==> src/rtl/scr1_dmi_arb_pkg.sv <==
// Shared DMI width constants and arbiter types.
package scr1_dmi_arb_pkg;

    localparam int unsigned SCR1_DBG_DMI_ADDR_WIDTH = 7;
    localparam int unsigned SCR1_DBG_DMI_DATA_WIDTH = 32;

    typedef logic [1:0] scr1_dmi_arb_state_e;

    localparam scr1_dmi_arb_state_e SCR1_DMI_ARB_IDLE   = 2'd0;
    localparam scr1_dmi_arb_state_e SCR1_DMI_ARB_ACCESS = 2'd1;
    localparam scr1_dmi_arb_state_e SCR1_DMI_ARB_RESP   = 2'd2;

    typedef struct packed {
        logic                               wr;
        logic [SCR1_DBG_DMI_ADDR_WIDTH-1:0] addr;
        logic [SCR1_DBG_DMI_DATA_WIDTH-1:0] wdata;
    } scr1_dmi_arb_req_s;

endpackage

==> src/rtl/scr1_dmi_arb_port.sv <==
// One requester port: 1-entry capture buffer, pending flag and response registers.
module scr1_dmi_arb_port
    import scr1_dmi_arb_pkg::*;
(
    input  logic                               clk,
    input  logic                               rst_n,
    input  logic                               req,
    input  logic                               wr,
    input  logic [SCR1_DBG_DMI_ADDR_WIDTH-1:0] addr,
    input  logic [SCR1_DBG_DMI_DATA_WIDTH-1:0] wdata,
    input  logic                               done,
    input  logic                               done_err,
    input  logic [SCR1_DBG_DMI_DATA_WIDTH-1:0] done_rdata,
    output logic                               busy,
    output logic                               resp,
    output logic                               err,
    output logic [SCR1_DBG_DMI_DATA_WIDTH-1:0] rdata,
    output logic                               buf_wr,
    output logic [SCR1_DBG_DMI_ADDR_WIDTH-1:0] buf_addr,
    output logic [SCR1_DBG_DMI_DATA_WIDTH-1:0] buf_wdata
);

    scr1_dmi_arb_req_s buffer;
    logic              pending;

    // pending stays set until the access completes, so it also covers ownership
    always_ff @(posedge clk or negedge rst_n) begin
        if (!rst_n) begin
            pending <= 1'b0;
            buffer  <= '0;
            resp    <= 1'b0;
            err     <= 1'b0;
            rdata   <= '0;
        end else begin
            resp <= done;
            if (req && !pending) begin
                pending <= 1'b1;
                buffer  <= '{wr: wr, addr: addr, wdata: wdata};
            end else if (done) begin
                pending <= 1'b0;
            end
            if (done) begin
                err   <= done_err;
                rdata <= done_rdata;
            end
        end
    end

    assign busy      = pending;
    assign buf_wr    = buffer.wr;
    assign buf_addr  = buffer.addr;
    assign buf_wdata = buffer.wdata;

endmodule

==> src/rtl/scr1_dmi_arb.sv <==
// Round-robin DMI arbiter between TAP (T) and system (S) requesters with DM watchdog.
module scr1_dmi_arb
    import scr1_dmi_arb_pkg::*;
#(
    parameter int unsigned SCR1_DMI_ARB_TIMEOUT  = 64,
    parameter int unsigned SCR1_DMI_ARB_TO_WIDTH = 7
) (
    input  logic                               clk,
    input  logic                               rst_n,
    input  logic                               tap2arb_req_i,
    input  logic                               tap2arb_wr_i,
    input  logic [SCR1_DBG_DMI_ADDR_WIDTH-1:0] tap2arb_addr_i,
    input  logic [SCR1_DBG_DMI_DATA_WIDTH-1:0] tap2arb_wdata_i,
    output logic                               arb2tap_busy_o,
    output logic                               arb2tap_resp_o,
    output logic                               arb2tap_err_o,
    output logic [SCR1_DBG_DMI_DATA_WIDTH-1:0] arb2tap_rdata_o,
    input  logic                               sys2arb_req_i,
    input  logic                               sys2arb_wr_i,
    input  logic [SCR1_DBG_DMI_ADDR_WIDTH-1:0] sys2arb_addr_i,
    input  logic [SCR1_DBG_DMI_DATA_WIDTH-1:0] sys2arb_wdata_i,
    output logic                               arb2sys_busy_o,
    output logic                               arb2sys_resp_o,
    output logic                               arb2sys_err_o,
    output logic [SCR1_DBG_DMI_DATA_WIDTH-1:0] arb2sys_rdata_o,
    output logic                               arb2dm_req_o,
    output logic                               arb2dm_wr_o,
    output logic [SCR1_DBG_DMI_ADDR_WIDTH-1:0] arb2dm_addr_o,
    output logic [SCR1_DBG_DMI_DATA_WIDTH-1:0] arb2dm_wdata_o,
    input  logic                               dm2arb_resp_i,
    input  logic [SCR1_DBG_DMI_DATA_WIDTH-1:0] dm2arb_rdata_i
);

    localparam logic [SCR1_DMI_ARB_TO_WIDTH-1:0] TO_LAST = SCR1_DMI_ARB_TO_WIDTH'(
        (SCR1_DMI_ARB_TIMEOUT == 0) ? 0 : SCR1_DMI_ARB_TIMEOUT - 1);

    scr1_dmi_arb_state_e              state, state_next;
    logic                             grant, grant_next;           // 0 = T, 1 = S
    logic                             last_grant, last_grant_next;
    logic [SCR1_DMI_ARB_TO_WIDTH-1:0] wdog, wdog_next;

    logic                               t_wr, s_wr, sel_wr;
    logic [SCR1_DBG_DMI_ADDR_WIDTH-1:0] t_addr, s_addr, sel_addr;
    logic [SCR1_DBG_DMI_DATA_WIDTH-1:0] t_wdata, s_wdata, sel_wdata;
    logic                               access, timeout_hit, done, done_err;
    logic [SCR1_DBG_DMI_DATA_WIDTH-1:0] done_rdata;

    assign access      = (state == SCR1_DMI_ARB_ACCESS);
    assign timeout_hit = (SCR1_DMI_ARB_TIMEOUT != 0) && (wdog == TO_LAST);
    assign done        = access && (dm2arb_resp_i || timeout_hit);
    // A DM response always wins over a coincident timeout
    assign done_err    = !dm2arb_resp_i;
    assign done_rdata  = (dm2arb_resp_i && !sel_wr) ? dm2arb_rdata_i : '0;

    assign sel_wr    = grant ? s_wr    : t_wr;
    assign sel_addr  = grant ? s_addr  : t_addr;
    assign sel_wdata = grant ? s_wdata : t_wdata;

    assign arb2dm_req_o   = access;
    assign arb2dm_wr_o    = access & sel_wr;
    assign arb2dm_addr_o  = access ? sel_addr  : '0;
    assign arb2dm_wdata_o = access ? sel_wdata : '0;

    scr1_dmi_arb_port u_port_t (
        .clk        (clk),
        .rst_n      (rst_n),
        .req        (tap2arb_req_i),
        .wr         (tap2arb_wr_i),
        .addr       (tap2arb_addr_i),
        .wdata      (tap2arb_wdata_i),
        .done       (done && !grant),
        .done_err   (done_err),
        .done_rdata (done_rdata),
        .busy       (arb2tap_busy_o),
        .resp       (arb2tap_resp_o),
        .err        (arb2tap_err_o),
        .rdata      (arb2tap_rdata_o),
        .buf_wr     (t_wr),
        .buf_addr   (t_addr),
        .buf_wdata  (t_wdata)
    );

    scr1_dmi_arb_port u_port_s (
        .clk        (clk),
        .rst_n      (rst_n),
        .req        (sys2arb_req_i),
        .wr         (sys2arb_wr_i),
        .addr       (sys2arb_addr_i),
        .wdata      (sys2arb_wdata_i),
        .done       (done && grant),
        .done_err   (done_err),
        .done_rdata (done_rdata),
        .busy       (arb2sys_busy_o),
        .resp       (arb2sys_resp_o),
        .err        (arb2sys_err_o),
        .rdata      (arb2sys_rdata_o),
        .buf_wr     (s_wr),
        .buf_addr   (s_addr),
        .buf_wdata  (s_wdata)
    );

    always_comb begin
        state_next      = state;
        grant_next      = grant;
        last_grant_next = last_grant;
        wdog_next       = wdog;
        case (state)
            SCR1_DMI_ARB_IDLE: begin
                wdog_next = '0;
                if (arb2tap_busy_o || arb2sys_busy_o) begin
                    state_next = SCR1_DMI_ARB_ACCESS;
                    // Pointer moves only on ties so alternation is per contested round
                    if (arb2tap_busy_o && arb2sys_busy_o) begin
                        grant_next      = ~last_grant;
                        last_grant_next = ~last_grant;
                    end else begin
                        grant_next = arb2sys_busy_o;
                    end
                end
            end
            SCR1_DMI_ARB_ACCESS: begin
                if (done) begin
                    state_next = SCR1_DMI_ARB_RESP;
                    wdog_next  = '0;
                end else if (SCR1_DMI_ARB_TIMEOUT != 0) begin
                    wdog_next = wdog + 1'b1;
                end
            end
            SCR1_DMI_ARB_RESP: begin
                state_next = SCR1_DMI_ARB_IDLE;
                wdog_next  = '0;
            end
            default: begin
                state_next = SCR1_DMI_ARB_IDLE;
                wdog_next  = '0;
            end
        endcase
    end

    always_ff @(posedge clk or negedge rst_n) begin
        if (!rst_n) begin
            state      <= SCR1_DMI_ARB_IDLE;
            grant      <= 1'b0;
            last_grant <= 1'b1;
            wdog       <= '0;
        end else begin
            state      <= state_next;
            grant      <= grant_next;
            last_grant <= last_grant_next;
            wdog       <= wdog_next;
        end
    end

endmodule

==> config.mk <==
export PLATFORM = sky130hd
export DESIGN_NAME = scr1_dmi_arb
export DESIGN_NICKNAME = d
export VERILOG_FILES = /design/src/rtl/scr1_dmi_arb_pkg.sv /design/src/rtl/scr1_dmi_arb_port.sv /design/src/rtl/scr1_dmi_arb.sv
export SDC_FILE = /design/constraint.sdc
export NUM_CORES = 1
export LEC_CHECK = 0
export CAP_MARGIN = 20
export CORE_MARGIN = 5
export CORE_UTILIZATION = 46
export DETAILED_ROUTE_END_ITERATION = 10
export HOLD_SLACK_MARGIN = 0.03
export PLACE_DENSITY = 0.8
export REMOVE_ABC_BUFFERS = 1
export SKIP_CTS_REPAIR_TIMING = 1
export SYNTH_ARGS = -nofsm -noshare
export SYNTH_HDL_FRONTEND = slang
export SYNTH_HIERARCHICAL = 1
export SYNTH_SLANG_ARGS = --single-unit
export TNS_END_PERCENT = 10
==> constraint.sdc <==
create_clock -name clk -period 2.35 [get_ports clk]
set_input_delay 0.47 -clock clk [delete_from_list [all_inputs] [get_ports clk]]
set_output_delay 0.47 -clock clk [all_outputs]
set_load 0.005 [all_outputs]
==> results.md, run 1 <==
- Slew Viols, Final: 0
- Pre-antenna DRT Iters: 4
- Max_cap viols: 0
- HP Class: input port to async pin
- Fin area: 0.01013 mm²
- Least-Margin Pin Slew: ~560 ps
- Post-synthesis cell area: 0.007027 mm²
- Die H: 133.6 µm
- GRT Util Overall: 20.44%
- Power Dens Cells: 1292 mW/mm²
- Final setup violation count: 0
- Number of fill cells: between 1,000 and 1,500
- Avg Synthesized Cell Area: 14.25 µm²
- Clk root buf: clkbuf_16
- Clock-pin slew on the worst setup and hold paths: about 60 ps
- Post-synth top cells: dfrtp_1, mux2_2, nor2_1, mux2i_1, and3_1
- Peak VDD IR: 0.6998 mV
- Register area share after synthesis: 57.35%
- Critical path type: register to primary output
- CTS buffer count: 17
- Synth Register Bits: approximately 160
- Residual DRC: 0
- Die X-Extent: 133.6 µm
- Skew final: about 11 ps
- Crit path time final: 2327 ps
- Slew Limit Headroom: 62.97%
- CTS tree: done
- Final worst path period share: roughly 99%
- H-tree levels: 4
- Worst-Skew Late Latency: 420 ps
- Multi-input gate area: ~0.0028 mm²
- Synth area leaders: dfrtp_1, mux2_2, mux2i_1, mux2_4, and3_1
- Fmax: 429.8 MHz
- Clk sinks: 161
- Gr ovfl total: 0
- Via/cell ratio: 5.174
- Starting Density: a little under half
- Die area: 0.01785 mm²
- IO Count: 228
- Wirelength, routed: 17,870 µm
- Fraction of layout cells with a size suffix above 1: 28.98%
- Number of synthesized flops with an enable pin: 0
- Max Root-Sink Buffers: 2
- Asr flop ratio synth: 100.0%
- Yosys warns: 6
- Cell taking the most area after synthesis: dfrtp_1
- Via Count: 4,781
- Final Hold Vio Count: 0
- Dominant synthesized flop cell: dfrtp_1
- Status: complete, no violations
- Dpl cell area: roughly 0.0095 mm²
- Vias in the first global route: ~5,400
- Most frequent cell after synthesis: dfrtp_1
- Layout net count: 840
- Largest net degree at the start of global routing: 62
- Setup crit end kind: primary output
- Final core utilization: 67.14%
- Final TNS setup: 0 ps
- Post-DP HPWL: 12,890 µm
- DRT iter0 DRCs: 235
- IO Port Bufs: 227
- R2R cell count: 6
- Worst EP arrival: 1860 ps
- Startpoint Class: register
- Initial antenna violation count: 1
- Netlist cell types: 33
- Synth top area share: a little under three fifths
- RSZ-0062 raised after global routing: true
- Required time of the critical path: 1880 ps
- Post-synthesis cell count: 493
- CP Max Fanout: 10
- Core area: 0.01509 mm²
- Reg2reg setup slack: 310 ps
- GP Congestion: 0.8086
- Lkg Pwr: 0.004601 µW
- Register area: 0.004031 mm²
- Area grow syn2layout: 44.18%
- Row count: 45
- First-pass GRT wire length: 28,600 µm
- Post-route ant nets: 0
- Post-DR wirelength/cell: 19.34 µm
registers in the layout (all words and copies together), names as in the netlist, 2 cells and up:
register            flops
u_port_t/buf_wdata     32
u_port_t/rdata         32
u_port_s/rdata         32
u_port_s/buf_addr       7
u_port_t/buf_addr       7
wdog                    7
u_port_s/buf_wdata     32
state                   2
cell families after synthesis:
family          count (synthesis)  share of synthesized area (%)
compound gates                  9                          1.051
xor+xnor                        4                         0.4987
fa+ha+maj                       1                         0.1780
buf+inv                        37                          3.668
flops                         161                          57.35
mux                           186                          30.34
simple gates                   95                          6.909
placed cells by master, fill, tap and decap left out, types with 4 or more instances in the layout:
master,count
nand2_1,4
dfrtp_1,159
buf_6,4
nor2_2,6
nor2_1,41
and3_1,32
dlymetal6s2s_1,7
buf_4,7
clkinvlp_4,6
clkdlybuf4s50_1,219
mux2_4,20
inv_1,4
clkbuf_16,17
mux2i_1,38
mux2_2,126
buf_12,6
metal layers:
metal | part of all wire [%] | wire [µm] | vias to the layer above | global-route usage [%]
met5 | 0 | 0 | - | 0
met3 | 3.4 | 615 | 37 | 4.456
met1 | 39 | 6960 | 2440 | 23.85
li1 | - | - | 2186 | -
met2 | 54 | 9677 | 118 | 36.09
met4 | 3.5 | 617 | 0 | 9.257
worst paths after layout:
path                          from                     end
min reg2reg                wdog[0]                 wdog[0]
min in group clk           wdog[0]                 wdog[0]
max                          grant      arb2dm_wdata_o[15]
max reg2reg                wdog[0]       u_port_s/rdata[1]
max in group asynchronous    rst_n  u_port_t/buf_wdata[30]
min                          rst_n   u_port_t/buf_wdata[1]
cell type report:
| cell class | count | share of cell area [%] |
|---|---|---|
| Clock buffer | 19 | 4.471 |
| Inverter | 4 | 0.1482 |
| Multi-Input combinational cell | 295 | 27.34 |
| Sequential cell | 161 | 39.79 |
| Tap cell | 188 | 2.322 |
| Antenna cell | 1 | 0.02470 |
| Timing Repair Buffer | 243 | 24.65 |
| Clock inverter | 13 | 1.247 |
per-stage QoR:
stage,total power [µW],cells,hold slack [ps],setup WS (ps)
final,13090,924,29.58,23.20
after global routing,13860,924,57.90,-54.23
after CTS,13160,922,35.26,-213.8
after detailed placement,10440,890,454.5,235.1
after global placement,10240,890,443.4,267.0
after floorplan,7438,460,174.4,-2403
power by group:
part | total [µW] | switching [µW] | internal [µW]
Clock | 2660 | 1130 | 1530
Sequential | 4750 | 724 | 4020
Combinational | 5680 | 2120 | 3560
Total | 13100 | 3970 | 9110
critical path: stages, from the launching register on:
cell	delay (ps)
dfrtp_2	440
buf_4	210
mux2i_1	130
nor2_1	140
clkdlybuf4s50_1	520
No activity file was read; power rests on OpenSTA's default activity.
==> inputs of run 2 (changes only) <==
- CORE_MARGIN: 5 -> 4
- CORE_UTILIZATION: 46 -> 40
- CTS_CLUSTER_DIAMETER: default -> 30
- PLACE_DENSITY: 0.8 -> 0.71
==> run 2 against run 1 <==
The flow now finishes with violations (setup timing). Core utilization is 7.2 points lower. First-iteration DRC count fell by 6.4%. Critical path depth did not move. Global-route usage is 1.8 points lower. Die area is 11% higher. Clock power grew 5%. Routed wire length grew 6.2%. Non-clock buffer count is the same. Register-to-register slack got worse by 40 ps. Clock-buffer cell count is 2 lower. Largest power group unchanged.
==> results.md, run 2 (synthesized netlist as in run 1, its figures left out) <==
- Status: complete, but fails checks
- Failing checks: setup timing
- R2r startpoint: wdog[0]
- Lkg Pwr: 0.005040 µW (+9.5%)
- GP Congestion: 0.7841 (-3.0%)
- Worst EP arrival: 1890 ps (+30 ps)
- Via Count: 4,731 (-1.0%)
- Setup crit end kind: primary output
- Post-DR wirelength/cell: 19.74 µm (+2.1%)
- Largest net degree at the start of global routing: 59 (-4.8%)
- Met1 WL: 7772 µm (+12%)
- Crit path time final: 2361 ps (+34.08 ps)
- RSZ-0062 raised after global routing: true
- CP Max Fanout: 20 (+10)
- Skew final: 5.855 ps (-5.170 ps)
- Post-DP HPWL: 12,660 µm (-1.8%)
- Post-route ant nets: 0 (unchanged)
- Clk sinks: 161 (unchanged)
- Wirelength, routed: 18,970 µm (+6.2%)
- Final worst path period share: 100.5% (+1.5 points)
- Core area: 0.01724 mm² (+14%)
- Clk root buf: clkbuf_16
- First-pass GRT wire length: 28,740 µm (+0.48%)
- Die X-Extent: 140.5 µm (+5.2%)
- Pre-antenna DRT Iters: 4 (unchanged)
- H-tree levels: 4 (unchanged)
- Die H: 140.5 µm (+5.2%)
- Vias in the first global route: 5,145 (-4.1%)
- DRT iter0 DRCs: 220 (-6.4%)
- GRT Util Overall: 18.61% (-1.8 points)
- Worst setup path start: state[1]
- Total power: 13,300 µW (+1.6%)
- Max Root-Sink Buffers: 2 (unchanged)
- Most frequent cells in the layout: clkdlybuf4s50_1, dfrtp_1, mux2_2
- Startpoint Class: register
- IO Count: 228 (unchanged)
- HP Class: input port to async pin
- Row count: 48 (+6.7%)
- Via/cell ratio: 4.923 (-4.9%)
- Max_cap viols: 0 (unchanged)
- Final setup violation count: 3 (+3)
- Slew Limit Headroom: 59.46% (-3.5 points)
- IO Port Bufs: 227 (unchanged)
- Final setup margin: -10.89 ps (-34.08 ps)
- Starting Density: 40.77% (-5.8 points)
- R2R cell count: 6 (unchanged)
- Worst-Skew Late Latency: 420 ps (about the same)
- Placed cell count: 925 (+3.9%)
- Final Hold Vio Count: 0 (unchanged)
- Peak VDD IR: 0.7021 mV (+0.33%)
- Fraction of layout cells with a size suffix above 1: 28.94% (-0.039 points)
- Commonest non-fill, non-tap cell in the layout: clkdlybuf4s50_1
- Residual DRC: 0 (unchanged)
- Area grow syn2layout: 46.96%
- Met3 routed WL: 726 µm (+18%)
- Clock-pin slew on the worst setup and hold paths: 60 ps (about the same)
- CTS tree: done
- Required time of the critical path: 1880 ps (about the same)
- Die area: 0.01975 mm² (+11%)
- Critical path type: register to primary output
- Initial antenna violation count: 0 (-1)
- CTS buffer count: 17 (unchanged)
- Gr ovfl total: 0 (unchanged)
- Least-Margin Pin Slew: 608.1 ps (+52.64 ps)
- Top routing layer used: met4
- Routed wl met2: 9798 µm (+1.3%)
- Fmax: 423.6 MHz (-1.4%)
- Slew Viols, Final: 0 (unchanged)
- Layout Cells excl Fill: 961 (+4.0%)
- Layout net count: 841 (+0.12%)
- Diodes inserted: 0 (-1)
- Power Dens Cells: 1288 mW/mm² (-0.29%)
==> run 2: cell count changes in the layout (fill, tap and decap cells not counted), moves of 2 or more <==
cell,previous run,this run
clkdlybuf4s50_1,219,194
clkbuf_8,2,0
clkinvlp_4,6,1
buf_4,7,4
buf_12,6,9
clkbuf_16,17,19
buf_6,4,2
clkinv_4,1,3
inv_6,3,7
dlymetal6s2s_1,7,32
==> run 2: area by class of cell <==
class / count / area [µm²]
Clock inverter: 15 / 171.4
Inverter: 4 / 15.01
Sequential cell: 161 / 4031
Tap cell: 225 / 281.5
Fill cell: 1326 / 6910
Timing Repair Buffer: 243 / 2625
Clock buffer: 17 / 425.4
Multi-Input combinational cell: 296 / 2776
==> run 2: routing by layer <==
| layer | GRT usage, % | vias to the layer above |
|---|---|---|
| met3 | 4.404 | 41 |
| met5 | 0 | - |
| met2 | 31.17 | 118 |
| met1 | 22.68 | 2382 |
| met4 | 8.822 | 0 |
| li1 | - | 2190 |
==> run 2: power by group <==
group          internal (µW)  leakage (µW)  switching, µW
clock network           1600      0.000292           1200
logic                   3560       0.00272           2190
registers               4020       0.00202            725
==> run 2: worst max-delay path: stages, from the launching register on <==
cell and delay, ps:
dfrtp_1 400, nand2b_4 200, buf_12 190, nor2_1 150, clkdlybuf4s50_1 520
==> run 2: final timing paths <==
check	endpoint	slack, ps
max in group asynchronous	last_grant	1630
hold reg to reg	wdog[0]	460
hold / removal	u_port_s/buf_wdata[6]	20
setup / recovery	arb2dm_wdata_o[23]	-10
min in group clk	wdog[0]	460
setup reg to reg	u_port_t/rdata[10]	270
==> run 2: per-stage QoR <==
step	cell area (µm²)	utilization, %	hold WS, ps	setup slack [ps]	TNS [ps]
6_report	10330	59.91	20.60	-10.89	-21.97
5_1_grt	10330	59.91	51.34	-100.4	-619.4
4_1_cts	10160	58.94	37.43	-167.0	-4158
3_5_place_dp	9563	55.48	451.7	225.4	0
3_3_place_gp	9563	55.48	444.2	277.1	0
2_1_floorplan	6784	-	174.4	-2403	-151510
==> inputs of run 3 (changes only) <==
- CORE_UTILIZATION: 40 -> 25
- CTS_CLUSTER_DIAMETER: 30 -> default
- GPL_ROUTABILITY_DRIVEN: default -> 1
- PLACE_DENSITY: 0.71 -> default
==> run 3 against run 2 <==
The run still ends with setup timing left. Design area rose by 1.2%. Non-clock buffer count rose by 2. Cell count rose by 16%. Routed wire length rose by 1.5%. Core utilization fell by 22 points. Via count fell by 0.15%. Hold slack improved by 440 ps. Sequential power barely moved. Critical path type unchanged. Highest routed layer unchanged.
==> results.md, run 3 (synthesized netlist as in run 1, its figures left out) <==
- Status: complete, but fails checks
- Failing checks: setup timing
- Via Count: 4,724 (-0.15%)
- Critical path type: register to primary output
- Clock-pin slew on the worst setup and hold paths: 70 ps (about the same)
- IO Count: 228 (unchanged)
- Peak VDD IR: 0.5233 mV (-25%)
- Pre-antenna DRT Iters: 4 (unchanged)
- Logic pwr share: 42.2% (-1.0 points)
- Die X-Extent: 175.7 µm (+25%)
- Final worst path period share: 102.5% (+2.0 points)
- Post-DR wirelength/cell: 17.28 µm (-12%)
- Final setup violation count: 8 (+5)
- Via/cell ratio: 4.241 (-14%)
- Power Dens Cells: 1267 mW/mm² (-1.6%)
- Starting Density: 25.29% (-15 points)
- Skew final: 10.15 ps (+4.290 ps)
- Met3 usage: 3.013% (-1.4 points)
- Worst hold slack: 464.8 ps (+444.2 ps)
- Final Hold Vio Count: 0 (unchanged)
- Residual DRC: 0 (unchanged)
- CTS tree: done
- Final setup margin: -58.30 ps (-47.41 ps)
- Die area: 0.03085 mm² (+56%)
- Required time of the critical path: 1880 ps (about the same)
- Final core utilization: 37.63% (-22 points)
- Slew Limit Headroom: 71.26% (+12 points)
- Largest net degree at the start of global routing: 49 (-17%)
- Diodes inserted: 0 (unchanged)
- Vias in the first global route: 5,032 (-2.2%)
- Fmax: 415.2 MHz (-2.0%)
- CP Max Fanout: 23 (+15%)
- Post-route ant nets: 0 (unchanged)
- Least-Margin Pin Slew: 420.2 ps (-187.8 ps)
- Slew Viols, Final: 0 (unchanged)
- Sw Ratio: 29.89% (-1.1 points)
- Met2 Resource Use GR: 21.63% (-9.5 points)
- Layout net count: 842 (+0.12%)
- Post-DP HPWL: 13,240 µm (+4.6%)
- GRT Util Overall: 12.46% (-6.2 points)
- HP Class: register to register
- Core area: 0.02778 mm² (+61%)
- Worst EP arrival: 1940 ps (+50 ps)
- H-tree levels: 4 (unchanged)
- Commonest non-fill, non-tap cell in the layout: clkdlybuf4s50_1
- Lkg Pwr: 0.004862 µW (-3.5%)
- CTS buffer count: 17 (unchanged)
- Clk sinks: 161 (unchanged)
- Most frequent cells in the layout: clkdlybuf4s50_1, dfrtp_1, mux2_2
- Total power: 13,240 µW (-0.42%)
- GP Congestion: 0.7185 (-8.4%)
- Setup crit end kind: primary output
- Sw Pwr: 3959 µW (-3.9%)
- Clk root buf: clkbuf_16
- Startpoint Class: register
- Met1 usage: 15.68% (-7.0 points)
- Max_cap viols: 0 (unchanged)
- Crit path time final: 2408 ps (+47.41 ps)
- Number of fill cells: 2,733 (+110%)
- Initial antenna violation count: 0 (unchanged)
- Wirelength, routed: 19,250 µm (+1.5%)
- Worst-Skew Late Latency: 420 ps (about the same)
- RSZ-0062 raised after global routing: true
- Fraction of layout cells with a size suffix above 1: 28.26% (-0.68 points)
- Max Root-Sink Buffers: 2 (unchanged)
- GRT busiest layer: met2
- Row count: 61 (+27%)
- Sequential power share: 35.7% (about the same)
- Part of the power in the clock network: 22.2% (+1.1 points)
- Gr ovfl total: 0 (unchanged)
- Die H: 175.7 µm (+25%)
- Power Internal: 9284 µW (+1.1%)
- DRT iter0 DRCs: 168 (-24%)
- Area grow syn2layout: 48.79%
- First-pass GRT wire length: 30,000 µm (+4.4%)
- IO Port Bufs: 227 (unchanged)
[run 3: cell count changes in the layout (fill, tap and decap cells not counted), moves of 2 or more]
cell	previous run	this run
buf_4	4	9
clkbuf_16	19	17
clkbuf_8	0	3
clkdlybuf4s50_1	194	205
dlymetal6s2s_1	32	21
inv_6	7	1
nor2_1	42	45
nor2_2	5	2
[run 3: path summary, 6_finish.rpt]
path / startpoint / to / slack [ps] / cells past startpoint
hold reg to reg: wdog[0] / wdog[0] / 460 / 1
hold / removal: wdog[0] / wdog[0] / 460 / 1
setup / recovery: grant / arb2dm_wdata_o[10] / -60 / 4
setup reg to reg: wdog[0] / u_port_s/rdata[30] / 270 / 6
min in group asynchronous: rst_n / u_port_s/rdata[23] / 540 / 2
max in group asynchronous: rst_n / u_port_s/rdata[30] / 1070 / 3
[run 3: worst max-delay path, stage by stage, from the launching register on]
cell and delay (ps):
dfrtp_2 490, buf_12 240, mux2i_1 240, nor2_1 70, clkdlybuf4s50_1 450
[run 3: layout make-up]
cell class,instances,area (µm²),area share [%]
Sequential cell,161,4031,38.56
Clock inverter,11,153.9,1.472
Inverter,4,15.01,0.1436
Clock buffer,20,466.7,4.464
Multi-Input combinational cell,295,2751,26.32
Tap cell,378,473.0,4.524
Timing Repair Buffer,245,2564,24.52
[run 3: layer usage]
layer | wire [µm] | up-vias
met1 | 8285 | 2422
li1 | - | 2200
met2 | 10060 | 92
met5 | 0 | -
met3 | 732 | 10
met4 | 168 | 0
[run 3: through the flow]
| stage | worst slack, ps | cells | cell area [µm²] | TNS (ps) |
|---|---|---|---|---|
| after floorplan | -2403 | 460 | 6784 | -151510 |
| after global placement | 260.5 | 1081 | 9764 | 0 |
| after detailed placement | 231.9 | 1081 | 9764 | 0 |
| after CTS | -124.5 | 1112 | 10390 | -2931 |
| after global routing | -148.4 | 1114 | 10460 | -1921 |
| final | -58.30 | 1114 | 10460 | -230.9 |
[run 3: power groups by stage]
stage               combinational (µW)  sequential (µW)  clock [µW]
finish                            5590             4720        2930
global route                      6060             4880        3150
CTS                               5750             4740        3030
detailed placement                5720             4780           0
global placement                  5690             4760           0
floorplan                         2680             4760           0
